--- config.mk ---
export PLATFORM = sky130hd
export DESIGN_NAME = period_meter
export DESIGN_NICKNAME = d
export VERILOG_FILES = /design/src/rtl/period_meter_pkg.sv /design/src/rtl/sync_rise.sv /design/src/rtl/period_meter.sv
export SDC_FILE = /design/constraint.sdc
export NUM_CORES = 1
export LEC_CHECK = 0
export CAP_MARGIN = 0
export CORE_AREA = 2 2 64 66
export CTS_CLUSTER_DIAMETER = 60
export DETAILED_ROUTE_END_ITERATION = 16
export DIE_AREA = 0 0 66 68
export PLACE_DENSITY = 0.78
export SLEW_MARGIN = 15
export SYNTH_ARGS = -nofsm -noshare
export SYNTH_HDL_FRONTEND = slang
export SYNTH_SLANG_ARGS = --single-unit
--- constraint.sdc ---
create_clock -name clk_in -period 3.9 [get_ports clk_in]
set_input_delay 1.17 -clock clk_in [delete_from_list [all_inputs] [get_ports clk_in]]
set_output_delay 1.17 -clock clk_in [all_outputs]
set_load 0.01 [all_outputs]
--- src/rtl/period_meter_pkg.sv ---
// Shared definitions for the period meter and the clock dividers it checks:
// FSM encodings, default clock frequencies and the frequency-ratio helper.
package period_meter_pkg;

  typedef enum logic [1:0] {
    IDLE    = 2'd0,
    MEASURE = 2'd1,
    TIMEOUT = 2'd2
  } pm_state_e;

  localparam int F_IN_DEF  = 125_000_000;
  localparam int F_OUT_DEF = 25_000_000;

  // Expected local-clock cycles per input period; 0 flags a bad configuration.
  function automatic int clk_ratio(input int f_in, input int f_out);
    return (f_out == 0) ? 0 : f_in / f_out;
  endfunction

endpackage

--- src/rtl/sync_rise.sv ---
// Synchronizer chain plus one delay flop, giving a clean level and a
// one-cycle rising-edge pulse; reusable by any clock monitor.
module sync_rise #(
  parameter int SYNC_STAGES = 2
) (
  input  logic clk_in,
  input  logic rst,
  input  logic d,
  output logic s,
  output logic rise
);

  logic [SYNC_STAGES-1:0] sync_q;
  logic                   s_d;

  always_ff @(posedge clk_in or posedge rst) begin
    if (rst) begin
      sync_q <= '0;
      s_d    <= 1'b0;
    end else begin
      sync_q <= {sync_q[SYNC_STAGES-2:0], d};
      s_d    <= sync_q[SYNC_STAGES-1];
    end
  end

  assign s    = sync_q[SYNC_STAGES-1];
  assign rise = s & ~s_d;

endmodule

--- src/rtl/period_meter.sv ---
// Measures period and high time of a slow asynchronous square wave in clk_in
// cycles, flags input loss and tracks lock against the expected ratio.
module period_meter
  import period_meter_pkg::*;
#(
  parameter int F_in        = F_IN_DEF,
  parameter int F_out       = F_OUT_DEF,
  parameter int N           = 8,
  parameter int SYNC_STAGES = 2,
  parameter int LOCK_COUNT  = 4
) (
  input  logic         clk_in,
  input  logic         rst,
  input  logic         sig_in,
  output logic [N-1:0] period,
  output logic [N-1:0] high_time,
  output logic         valid,
  output logic         timeout,
  output logic         locked
);

  localparam int           EXPECT   = clk_ratio(F_in, F_out);
  localparam logic [N-1:0] CMAX     = '1;
  localparam logic [N-1:0] ONE      = N'(1);
  localparam logic [N-1:0] EXPECT_N = N'(EXPECT);
  localparam logic [2:0]   LOCK_N   = 3'(LOCK_COUNT);

  logic         s, rise;
  logic [N-1:0] cnt, hcnt;
  logic [2:0]   match_cnt;
  pm_state_e    state, state_nxt;
  logic         load, report, to_set;

  sync_rise #(.SYNC_STAGES(SYNC_STAGES)) u_sync (
    .clk_in (clk_in),
    .rst    (rst),
    .d      (sig_in),
    .s      (s),
    .rise   (rise)
  );

  always_ff @(posedge clk_in or posedge rst) begin
    if (rst) state <= IDLE;
    else     state <= state_nxt;
  end

  // A rise always wins over the saturation check, so a period of exactly
  // CMAX is still reported rather than timing out.
  always_comb begin
    state_nxt = state;
    load      = 1'b0;
    report    = 1'b0;
    to_set    = 1'b0;
    case (state)
      IDLE: if (rise) begin
        state_nxt = MEASURE;
        load      = 1'b1;
      end
      MEASURE: begin
        if (rise) begin
          load   = 1'b1;
          report = 1'b1;
        end else if (cnt == CMAX) begin
          state_nxt = TIMEOUT;
          to_set    = 1'b1;
        end
      end
      TIMEOUT: if (rise) begin
        state_nxt = MEASURE;
        load      = 1'b1;
      end
      default: state_nxt = IDLE;
    endcase
  end

  always_ff @(posedge clk_in or posedge rst) begin
    if (rst) begin
      cnt       <= '0;
      hcnt      <= '0;
      period    <= '0;
      high_time <= '0;
      valid     <= 1'b0;
      timeout   <= 1'b0;
      locked    <= 1'b0;
      match_cnt <= '0;
    end else begin
      valid <= report;
      if (load) begin
        cnt  <= ONE;
        hcnt <= ONE;
      end else if (state == MEASURE) begin
        if (cnt != CMAX)         cnt  <= cnt + ONE;
        if (s && hcnt != CMAX)   hcnt <= hcnt + ONE;
      end
      if (report) begin
        period    <= cnt;
        high_time <= hcnt;
        if (cnt == EXPECT_N) begin
          if (match_cnt < LOCK_N)             match_cnt <= match_cnt + 3'd1;
          if (match_cnt >= LOCK_N - 3'd1)     locked    <= 1'b1;
        end else begin
          match_cnt <= '0;
          locked    <= 1'b0;
        end
      end else if (to_set) begin
        match_cnt <= '0;
        locked    <= 1'b0;
      end
      if (to_set)    timeout <= 1'b1;
      else if (load) timeout <= 1'b0;
    end
  end

endmodule

# Word level (Yosys, flattened, before mapping)
# Index checks and enable logic that the tools add are counted.
[word_totals]
register_bits = 43
input_bits = 3
output_inout_bits = 19
elab_cells = 69
[op_classes]
n_addsub = 3
magnitude_cmp = 2
n_eq_ne = 11
n_mux = 26
bitwise = 2
n_reduce_logical = 14
[op_table]
columns = ["op", "count"]
rows = [
  ["8-bit 2-to-1 mux", 6],
  ["8-bit by 1-bit adder with 8-bit output, second input constant", 2],
  ["8-bit != test, second input constant", 2],
  ["1-bit 2-to-1 mux", 12],
  ["3-bit 2-to-1 mux", 4],
  ["2-bit nonzero test", 5],
  ["8-bit by 3-bit == test with 1-bit output, second input constant", 1],
  ["8-bit == test, second input constant", 1],
  ["2-bit AND reduction", 4],
  ["2-bit 2-to-1 mux", 3],
  ["3-bit by 2-bit != test with 1-bit output, second input constant", 2],
  ["2-bit != test, second input constant", 2],
  ["2-bit one-hot mux with 2 select lines", 1],
  ["3-bit by 1-bit adder with 3-bit output, second input constant", 1],
  ["3-bit by 2-bit greater-or-equal comparator with 1-bit output, second input constant", 1],
  ["3-bit less-than comparator, second input constant", 1],
  ["3-bit AND reduction", 1],
  ["3-bit OR reduction", 1],
  ["2-bit by 1-bit == test with 1-bit output, second input constant", 1],
  ["2-bit == test, second input constant", 1],
  ["2-bit zero test", 1],
  ["2-bit by 1-bit != test with 1-bit output, second input constant", 1],
  ["2-bit OR reduction", 1],
  ["1-bit AND", 1],
  ["other kinds (2)", 2],
]

# Logic depth before layout (Yosys ltp)
# Gate-level depths: netlist of the first run.
[logic_depth]
depth_word = 6
ltp_mapped = 6
ltp_nobuf = 6

# By module
# Synthesis of the first run repeated with hierarchy kept, for this count alone.
[hier_totals]
hier_cells = 175
area_unflattened_um2 = 2064.5
[modules_own_cells]
columns = ["module", "n_inst", "cells_per_inst", "area_per_inst_um2", "seq_area_each_um2"]
rows = [
  ["period_meter", 1, 170, 1971.9, 1001.0],
  ["sync_rise", 1, 5, 92.6, 75.1],
]

# Worst setup path after synthesis of the first run
# OpenSTA, ideal clock, no wires.
[synth_timing]
path_kind = "reg2out"
from = "register timeout"
to = "output port timeout"
arrival_ps = 394
required_time_ps = 2730
setup_slack_ps = 2336
path_stages_with_launch = 1
path_buffers = 0
cell_sequence = "dfrtp_1"
[synth_lines]
columns = ["element", "line", "source"]
rows = [
  ["from (decl)", "period_meter.sv:18", "output logic timeout,"],
  ["from (signal assigned)", "period_meter.sv:83", "timeout <= 1'b0;"],
  ["from (signal assigned)", "period_meter.sv:109", "if (to_set) timeout <= 1'b1;"],
  ["from (signal assigned)", "period_meter.sv:110", "else if (load) timeout <= 1'b0;"],
]
# No word-level cell between the ends.

# Worst setup path after layout of the first run
[layout_timing]
from = "register period[5]"
to = "output port period[5]"
[layout_lines]
columns = ["element", "line", "source"]
rows = [
  ["from (decl)", "period_meter.sv:15", "output logic [N-1:0] period,"],
  ["from (signal assigned)", "period_meter.sv:96", "period <= cnt;"],
]
# No word-level cell between the ends.

==> results of run 1 <==
-- metrics by stage --
stage	area [um2]	instances	util
6_report	2320	245	0.601
5_1_grt	2320	245	0.601
4_1_cts	2320	245	0.601
3_5_place_dp	2230	237	0.579
3_3_place_gp	2230	237	0.579
2_1_floorplan	1980	169	-
-- Yosys cell counts (all sizes together) (2+ instances only) --
library cell   n
dfrtp         43
mux2          16
nand2         11
nor2          11
inv            8
o21ai          7
a21oi          6
nand3          6
ha             5
and3           4
nand4          4
a211oi         3
a31oi          3
buf            3
nand2b         3
o211ai         3
xnor2          3
xor2           3
mux2i          2
nor2b          2
nor3           2
o41ai          2
-- sequential cells by signal, summed over array words and instances, names as in the netlist, 2 cells and up --
name	cells
hcnt	8
high_time	8
cnt	8
match_cnt	3
u_sync.sync_q	2
period	8
state	2
-- cell type report --
cell class	instances	area, um2
Inverter	8	30.0
Fill cell	317	1540
Clock buffer	5	68.8
Tap cell	50	62.6
Multi-Input combinational cell	114	848
Sequential cell	43	1080
Timing Repair Buffer	22	218
Clock inverter	3	15.0
-- cell usage in the layout (no fill, tap or decap), types with 2 or more instances in the layout --
cell type and count:
a211oi_1 3, a21oi_1 6, a31oi_1 2, and3_1 3, clkbuf_8 5, clkdlybuf4s50_1 21
clkinv_2 3, dfrtp_1 43, ha_1 5, inv_1 8, mux2_2 16, mux2i_1 2
nand2_1 11, nand2b_1 3, nand3_1 6, nand4_1 4, nor2_1 11, nor2b_1 2
nor3_1 2, o211ai_1 3, o21ai_0 6, o41ai_1 2, xnor2_1 3, xor2_1 3
-- worst paths after layout --
check                      slack [ns]                          to                        from
setup reg to reg                 2.03    match_cnt[1]$_DFFE_PP0P_        state[1]$_DFFE_PP0P_
hold / removal                   0.35  u_sync.sync_q[1]$_DFF_PP0_  u_sync.sync_q[0]$_DFF_PP0_
hold reg to reg                  0.35  u_sync.sync_q[1]$_DFF_PP0_  u_sync.sync_q[0]$_DFF_PP0_
max in group asynchronous        2.24        state[0]$_DFFE_PP0P_                         rst
min in group asynchronous        1.31       period[5]$_DFFE_PP0P_                         rst
setup / recovery                 1.51                   period[5]       period[5]$_DFFE_PP0P_
-- logic make-up (layout without fill, tap and decap cells) --
group | after synthesis | count (layout)
mux | 18 | 18
simple gates | 52 | 52
flops | 43 | 43
buf+inv | 12 | 38
compound gates | 33 | 33
xor+xnor | 6 | 6
fa+ha+maj | 5 | 5
-- routing by layer --
| metal | up-vias | global-route usage | share of wire |
|---|---|---|---|
| li1 | 670 | - | - |
| met1 | 695 | 0.219 | 0.43 |
| met2 | 31 | 0.346 | 0.51 |
| met3 | 9 | 0.0543 | 0.036 |
| met4 | 0 | 0.0816 | 0.019 |
| met5 | - | 0 | 0 |
-- power breakdown --
group | leakage, nW | total (W) | switching, W | internal [W]
Clock | 0.0477 | 0.000273 | 0.000150 | 0.000123
Sequential | 0.564 | 0.000591 | 0.0000709 | 0.000521
Combinational | 0.402 | 0.000258 | 0.000114 | 0.000144
Total | 1.01 | 0.00112 | 0.000335 | 0.000787
==> metrics.cfg, run 1 <==
[cts]
cts_num_sinks = 43
clkTransAtPathRegs_ns = 0.08
root_buffer = clkbuf_8
post_cts_buffers = 0
tritoncts = built
holdBufCountCts = 0
clockBufferDepth = 2
clock_latency_ns = 0.30
cts_buffers = 5
cts.htree.levels = 2
cts_resized = 0

[global_route]
grt_pass1_wl_mm = 6.51
grt_max_degree = 44
antenna_found_initial = 0
grt_pass1_vias = 1442
grt_overflow = 0
track_usage = 0.194

[yosys]
synth_top_family_by_area = simple AND/OR/NAND/NOR gates
yosysSeqAreaShare = 0.542
synth_area_um2 = 1980
syn-num-nets = 177
syn_area_per_cell_um2 = 11.7
async_flop_share = 1.00
synth_seq_cells = 43
synth-main-ff-cell = dfrtp_1
synth_compound_area_frac = 0.127
synth_simple_gate_area_frac = 0.142
yosys.area_share.adder = 0.0315
synthMuxAreaShare = 0.101
synthXorXnorAreaFrac = 0.0265
syn_inst = 169
synth_top_area_share = 0.542
synth-edff-count = 0
yosysWarnings = 0
synth_cell_types = 45
yosys.area.top_type = dfrtp_1
synth_area_leaders = dfrtp_1, mux2_2, ha_1

[critical_path]
cp.depth = 1
worstPathMaxFanout = 2
worstPathCellList = clkdlybuf4s50_1
endpoint_kind = output pin
crit_type = reg2out
cpPeakStageDelay_ns = 0.56
cp_slowest_cell = clkdlybuf4s50_1
cp_data_arrival_time_ns = 1.22
crit_family = buffers and inverters
crit_buf_inv = 1
worst_r2r_path_depth = 4
start_kind = flop
cp.required_ns = 2.73

[routing]
drcViolationCount = 0
drt-vias-per-instance = 5.73
drt_iter0_markers = 50
drt-wirelength-per-cell_um = 15.0
dr.pass1.iters = 4
drtAntennaViolNets = 0
num_vias = 1405
wl_mm = 3.67

[sta]
setup_tns_ns = 0
post-route-min-period_ns = 2.39
fin_crit_sh = 0.613
slew_viol_final = 0
worst_slack_ns = 1.51
setup_viol = 0
finalHoldViolCount = 0
clock.fmax_mhz = 418
maxSlewHeadroom = 0.350
rsz0062_at_grt = no
hold-worst-slack_ns = 0.351
clock_skew_ns = 0.00748
tightest_slew_ns = 0.974

[power]
peakVddDrop_mv = 0.296
power_density_nw_per_um2 = 484
power.total_w = 0.00112
p_leak_nw = 1.01

[cells_and_area]
syn_to_final_growth_pct = 16.8
fin_nets = 202
antenna_cells = 0
drive_gt1_frac = 0.159

[placed_design]
gp_congestion = 0.838
dpl_worst_slack_ns = 1.82
port_buffers = 21
hpwl_mm = 2.61

[outcome]
outcome = completed

[floorplanning]
start_util = 0.515
die_height_um = 68
io_pins = 22
core.rowCount = 23
die-area_um2 = 4490
coreArea_um2 = 3860
fp.dieW_um = 66

[hold_path]
holdPathStages = 0
hp-class = reg2reg

[job]
maxCapViolCount = 0

Note: power is estimated with default switching activity, not from simulation.
==> run 2: changes to the inputs <==
--- a/config.mk
+++ b/config.mk
@@ -6,11 +6,11 @@
 export NUM_CORES = 1
 export LEC_CHECK = 0
 export CAP_MARGIN = 0
-export CORE_AREA = 2 2 64 66
+export CORE_AREA = 2 2 66 68
 export CTS_CLUSTER_DIAMETER = 60
 export DETAILED_ROUTE_END_ITERATION = 16
-export DIE_AREA = 0 0 66 68
-export PLACE_DENSITY = 0.78
+export DIE_AREA = 0 0 68 70
+export PLACE_DENSITY = 0.77
 export SLEW_MARGIN = 15
 export SYNTH_ARGS = -nofsm -noshare
 export SYNTH_HDL_FRONTEND = slang
==> constraint.sdc (replaced) <==
create_clock -name clk_in -period 2 [get_ports clk_in]
set_input_delay 0.6 -clock clk_in [delete_from_list [all_inputs] [get_ports clk_in]]
set_output_delay 0.6 -clock clk_in [all_outputs]
set_load 0.01 [all_outputs]
==> run 2 against run 1 <==
Compared with the run above: clock skew rose by 0.0020 ns; cell area rose by 2.3%; non-clock buffer count rose by 3; largest cell class unchanged.
==> metrics.cfg, run 2 (synthesis gave the netlist of run 1 again) <==
[hold_path]
min_from = u_sync.sync_q[0]$_DFF_PP0_
worstHoldEndpoint = u_sync.sync_q[1]$_DFF_PP0_
hp-class = reg2reg
holdPathStages = 0

[sta]
fin_crit_sh = 0.908
tightest_slew_ns = 0.332
hold-worst-slack_ns = 0.352
post-route-min-period_ns = 1.82
clock.fmax_mhz = 551
setup_tns_ns = 0
setup_viol = 0
maxSlewHeadroom = 0.776
clock_skew_ns = 0.00951
slew_viol_final = 0
rsz0062_at_grt = no
finalHoldViolCount = 0

[outcome]
outcome = completed

[power]
p_int_w = 0.00162
p_sw_frac = 0.286
peakVddDrop_mv = 0.541
p_leak_nw = 1.04
clock_power_share = 0.263
power_density_nw_per_um2 = 955
power_frac_seq = 0.509
power.switching_w = 0.000647
combPwrFrac = 0.227

[placed_design]
gp_congestion = 0.812
hpwl_mm = 2.50
port_buffers = 21

[routing]
drtAntennaViolNets = 0
drt_iter0_markers = 76
drt-wirelength-per-cell_um = 14.4
wl_mm = 3.59
dr.pass1.iters = 4
num_vias = 1376
drt-vias-per-instance = 5.50
drcViolationCount = 0

[critical_path]
cp_data_arrival_time_ns = 1.22
endpoint_kind = output pin
worstPathCellList = clkdlybuf4s50_1
worstPathMaxFanout = 3
cp.required_ns = 1.40
start_kind = flop
crit_family = buffers and inverters
rr_startpoint = state[1]$_DFFE_PP0P_
worst_r2r_path_depth = 5
cp_slowest_cell = clkdlybuf4s50_1
regToRegSetupSlack_ns = 0.37
crit_type = reg2out
crit_buf_inv = 1
r2r_end = locked$_DFFE_PP0P_
crit_path_start = timeout$_DFFE_PP0P_
cpPeakStageDelay_ns = 0.55

[cts]
root_buffer = clkbuf_8
cts.htree.levels = 2
clockBufferDepth = 2
cts_num_sinks = 43
clkTransAtPathRegs_ns = 0.07
tritoncts = built
holdBufCountCts = 0
clock_latency_ns = 0.30
post_cts_buffers = 0
cts_buffers = 5
cts_resized = 0

[floorplanning]
core.rowCount = 24
die-area_um2 = 4760
fp.dieW_um = 68
die_height_um = 70
coreArea_um2 = 4140
io_pins = 22
start_util = 0.479

[cells_and_area]
n_fill_cell = 339
final_util = 0.572
multi_input_area_um2 = 848
drive_gt1_frac = 0.167
antenna_cells = 0
mostFrequentLayoutCells = dfrtp_1, clkdlybuf4s50_1, mux2_2, nand2_1, nor2_1
area.sequential_um2 = 1080
final_common_cell = dfrtp_1
fin_nets = 205
syn_to_final_growth_pct = 19.5

[global_route]
antenna_found_initial = 0
grt_pass1_vias = 1370
grt_overflow = 0
grt_max_degree = 44
track_usage = 0.171
grt_pass1_wl_mm = 6.22

[job]
maxCapViolCount = 0

-- run 2: cell types whose count changed in the layout (fill, tap and decap cells not counted) --
cell and delta:
buf_12 +1, buf_4 +2, clkbuf_1 +1, clkbuf_8 +2, clkinv_2 -3
-- run 2: routing by layer --
layer  part of all wire  track usage  vias to the layer above  wire (um)
li1                   -            -                      668          -
met1               0.48        0.219                      678       1720
met2               0.47        0.271                       27       1670
met3              0.046       0.0548                        3        166
met4              0.011       0.0578                        0         38
met5                  0            0                        -          0
-- run 2: cell type report --
| class | instances | share of cell area |
|---|---|---|
| clock buffer | 8 | 0.0422 |
| inverter | 8 | 0.0127 |
| multi-input combinational | 114 | 0.358 |
| sequential | 43 | 0.454 |
| tap | 52 | 0.0274 |
| timing repair buffer | 25 | 0.107 |
-- run 2: worst max-delay path by stage --
stage	end	slack [ns]	cells after the start
finish	timeout	0.18	1
global route	timeout	0.12	1
CTS	timeout	0.15	1
detailed placement	match_cnt[0]$_DFFE_PP0P_	0.40	5
global placement	locked$_DFFE_PP0P_	0.40	5
floorplan	cnt[0]$_DFFE_PP0P_	0.40	1
-- run 2: power by group through the flow --
stage | logic, W | clock network [W] | registers, W
after floorplan | 0.000273 | 0 | 0.00117
after global placement | 0.000504 | 0 | 0.00117
after detailed placement | 0.000516 | 0 | 0.00117
after CTS | 0.000518 | 0.000619 | 0.00116
after global routing | 0.000563 | 0.000653 | 0.00118
final | 0.000515 | 0.000597 | 0.00115
-- run 2: through the flow --
step / setup WS [ns] / cells / power, W / area, um2
2_1_floorplan: 0.397 / 169 / 0.00145 / 1980
3_3_place_gp: 0.396 / 242 / 0.00167 / 2270
3_5_place_dp: 0.395 / 242 / 0.00169 / 2270
4_1_cts: 0.153 / 250 / 0.00229 / 2370
5_1_grt: 0.119 / 250 / 0.00240 / 2370
6_report: 0.184 / 250 / 0.00227 / 2370
==> run 3: changes to the inputs <==
--- a/config.mk
+++ b/config.mk
@@ -10,6 +10,7 @@
 export CTS_CLUSTER_DIAMETER = 60
 export DETAILED_ROUTE_END_ITERATION = 16
 export DIE_AREA = 0 0 68 70
+export MAX_ROUTING_LAYER = met4
 export PLACE_DENSITY = 0.77
 export SLEW_MARGIN = 15
 export SYNTH_ARGS = -nofsm -noshare
==> run 3 against run 2 <==
Compared with the run above: clock power barely moved; worst setup slack lost 0.0018 ns; cell area unchanged; fmax about the same; clock skew about the same; critical path depth unchanged; via count did not move; critical path type unchanged; critical endpoint unchanged; largest cell class unchanged.
==> metrics.cfg, run 3 (synthesis gave the netlist of run 1 again) <==
[floorplanning]
die_height_um = 70
start_util = 0.479
core.rowCount = 24
io_pins = 22
fp.dieW_um = 68
die-area_um2 = 4760
coreArea_um2 = 4140

[critical_path]
cpPeakStageDelay_ns = 0.55
worstPathMaxFanout = 3
cp.depth = 1
crit_type = reg2out
crit_path_start = timeout$_DFFE_PP0P_
endpoint = timeout
worstPathCellList = clkdlybuf4s50_1
start_kind = flop
cp_slowest_cell = clkdlybuf4s50_1
worst_r2r_path_depth = 5
rr_startpoint = state[1]$_DFFE_PP0P_
r2r_end = locked$_DFFE_PP0P_
cp.required_ns = 1.40
crit_buf_inv = 1
regToRegSetupSlack_ns = 0.37
endpoint_kind = output pin
crit_family = buffers and inverters
cp_data_arrival_time_ns = 1.22

[cells_and_area]
antenna_cells = 0
final_common_cell = dfrtp_1
final_cell_count_no_fill = 250
syn_to_final_growth_pct = 19.5
fin_nets = 205
drive_gt1_frac = 0.167
n_fill_cell = 339
mostFrequentLayoutCells = dfrtp_1, clkdlybuf4s50_1, mux2_2, nand2_1, nor2_1

[power]
combPwrFrac = 0.227
power_frac_seq = 0.509
peakVddDrop_mv = 0.541
p_leak_nw = 1.04
power.switching_w = 0.000649
power.total_w = 0.00227
clock_power_share = 0.264
p_int_w = 0.00162
p_sw_frac = 0.286
power_density_nw_per_um2 = 956

[cts]
clock_latency_ns = 0.30
cts.htree.levels = 2
cts_resized = 0
clkTransAtPathRegs_ns = 0.07
cts_buffers = 5
root_buffer = clkbuf_8
post_cts_buffers = 0
holdBufCountCts = 0
clockBufferDepth = 2
tritoncts = built
cts_num_sinks = 43

[sta]
maxSlewHeadroom = 0.776
clock.fmax_mhz = 550
finalHoldViolCount = 0
clock_skew_ns = 0.00951
tightest_slew_ns = 0.332
setup_viol = 0
fin_crit_sh = 0.909
post-route-min-period_ns = 1.82
slew_viol_final = 0
setup_tns_ns = 0
rsz0062_at_grt = no
hold-worst-slack_ns = 0.352

[routing]
dr.pass1.iters = 4
drt-wirelength-per-cell_um = 14.4
drt-vias-per-instance = 5.50
drcViolationCount = 0
drtAntennaViolNets = 0
num_vias = 1376
wl_mm = 3.60
drt_iter0_markers = 76

[placed_design]
placed_cells = 242
gp_congestion = 0.824
hpwl_mm = 2.50
port_buffers = 21

[global_route]
grt_pass1_wl_mm = 6.23
grt_pass1_vias = 1370
grt_max_degree = 44
grt_overflow = 0
antenna_found_initial = 0
track_usage = 0.177

[outcome]
outcome = completed

[job]
maxCapViolCount = 0

[hold_path]
hp-class = reg2reg

==> run 3: metrics by stage <==
step / utilization / worst slack (ns) / instance area [um2]
floorplan: - / 0.397 / 1980
global placement: 0.548 / 0.396 / 2270
detailed placement: 0.548 / 0.395 / 2270
CTS: 0.572 / 0.153 / 2370
global route: 0.572 / 0.116 / 2370
finish: 0.572 / 0.182 / 2370
==> run 3: how the worst min path moves through the flow <==
stage / end / slack, ns / cells after the start / start
after floorplan: u_sync.sync_q[1]$_DFF_PP0_ / 0.33 / 0 / u_sync.sync_q[0]$_DFF_PP0_
after global placement: u_sync.sync_q[1]$_DFF_PP0_ / 0.33 / 0 / u_sync.sync_q[0]$_DFF_PP0_
after detailed placement: u_sync.sync_q[1]$_DFF_PP0_ / 0.34 / 0 / u_sync.sync_q[0]$_DFF_PP0_
after CTS: u_sync.sync_q[1]$_DFF_PP0_ / 0.35 / 0 / u_sync.sync_q[0]$_DFF_PP0_
after global routing: u_sync.sync_q[1]$_DFF_PP0_ / 0.36 / 0 / u_sync.sync_q[0]$_DFF_PP0_
final: u_sync.sync_q[1]$_DFF_PP0_ / 0.35 / 0 / u_sync.sync_q[0]$_DFF_PP0_
==> run 3: per-layer routing <==
layer	global-route usage	vias up	share of wire
met5	-	-	0
met4	0.0578	0	0.011
met3	0.0596	3	0.047
met2	0.271	27	0.47
met1	0.219	678	0.48
li1	-	668	-
==> run 3: power by group through the flow <==
| stage | Sequential (W) | Clock (W) | Combinational (W) |
|---|---|---|---|
| final | 0.00115 | 0.000599 | 0.000515 |
| after global placement | 0.00117 | 0 | 0.000504 |
| after floorplan | 0.00117 | 0 | 0.000273 |
| after detailed placement | 0.00117 | 0 | 0.000516 |
| after CTS | 0.00116 | 0.000619 | 0.000518 |
| after global routing | 0.00118 | 0.000655 | 0.000563 |
==> run 3: layout make-up <==
class	instances	area [um2]	share of cell area
multi-input cells	114	848	0.358
inverters	8	30.0	0.0127
well taps	52	65.1	0.0274
flip-flops and latches	43	1080	0.454
repair buffers	25	253	0.107
clock buffers	8	100	0.0422
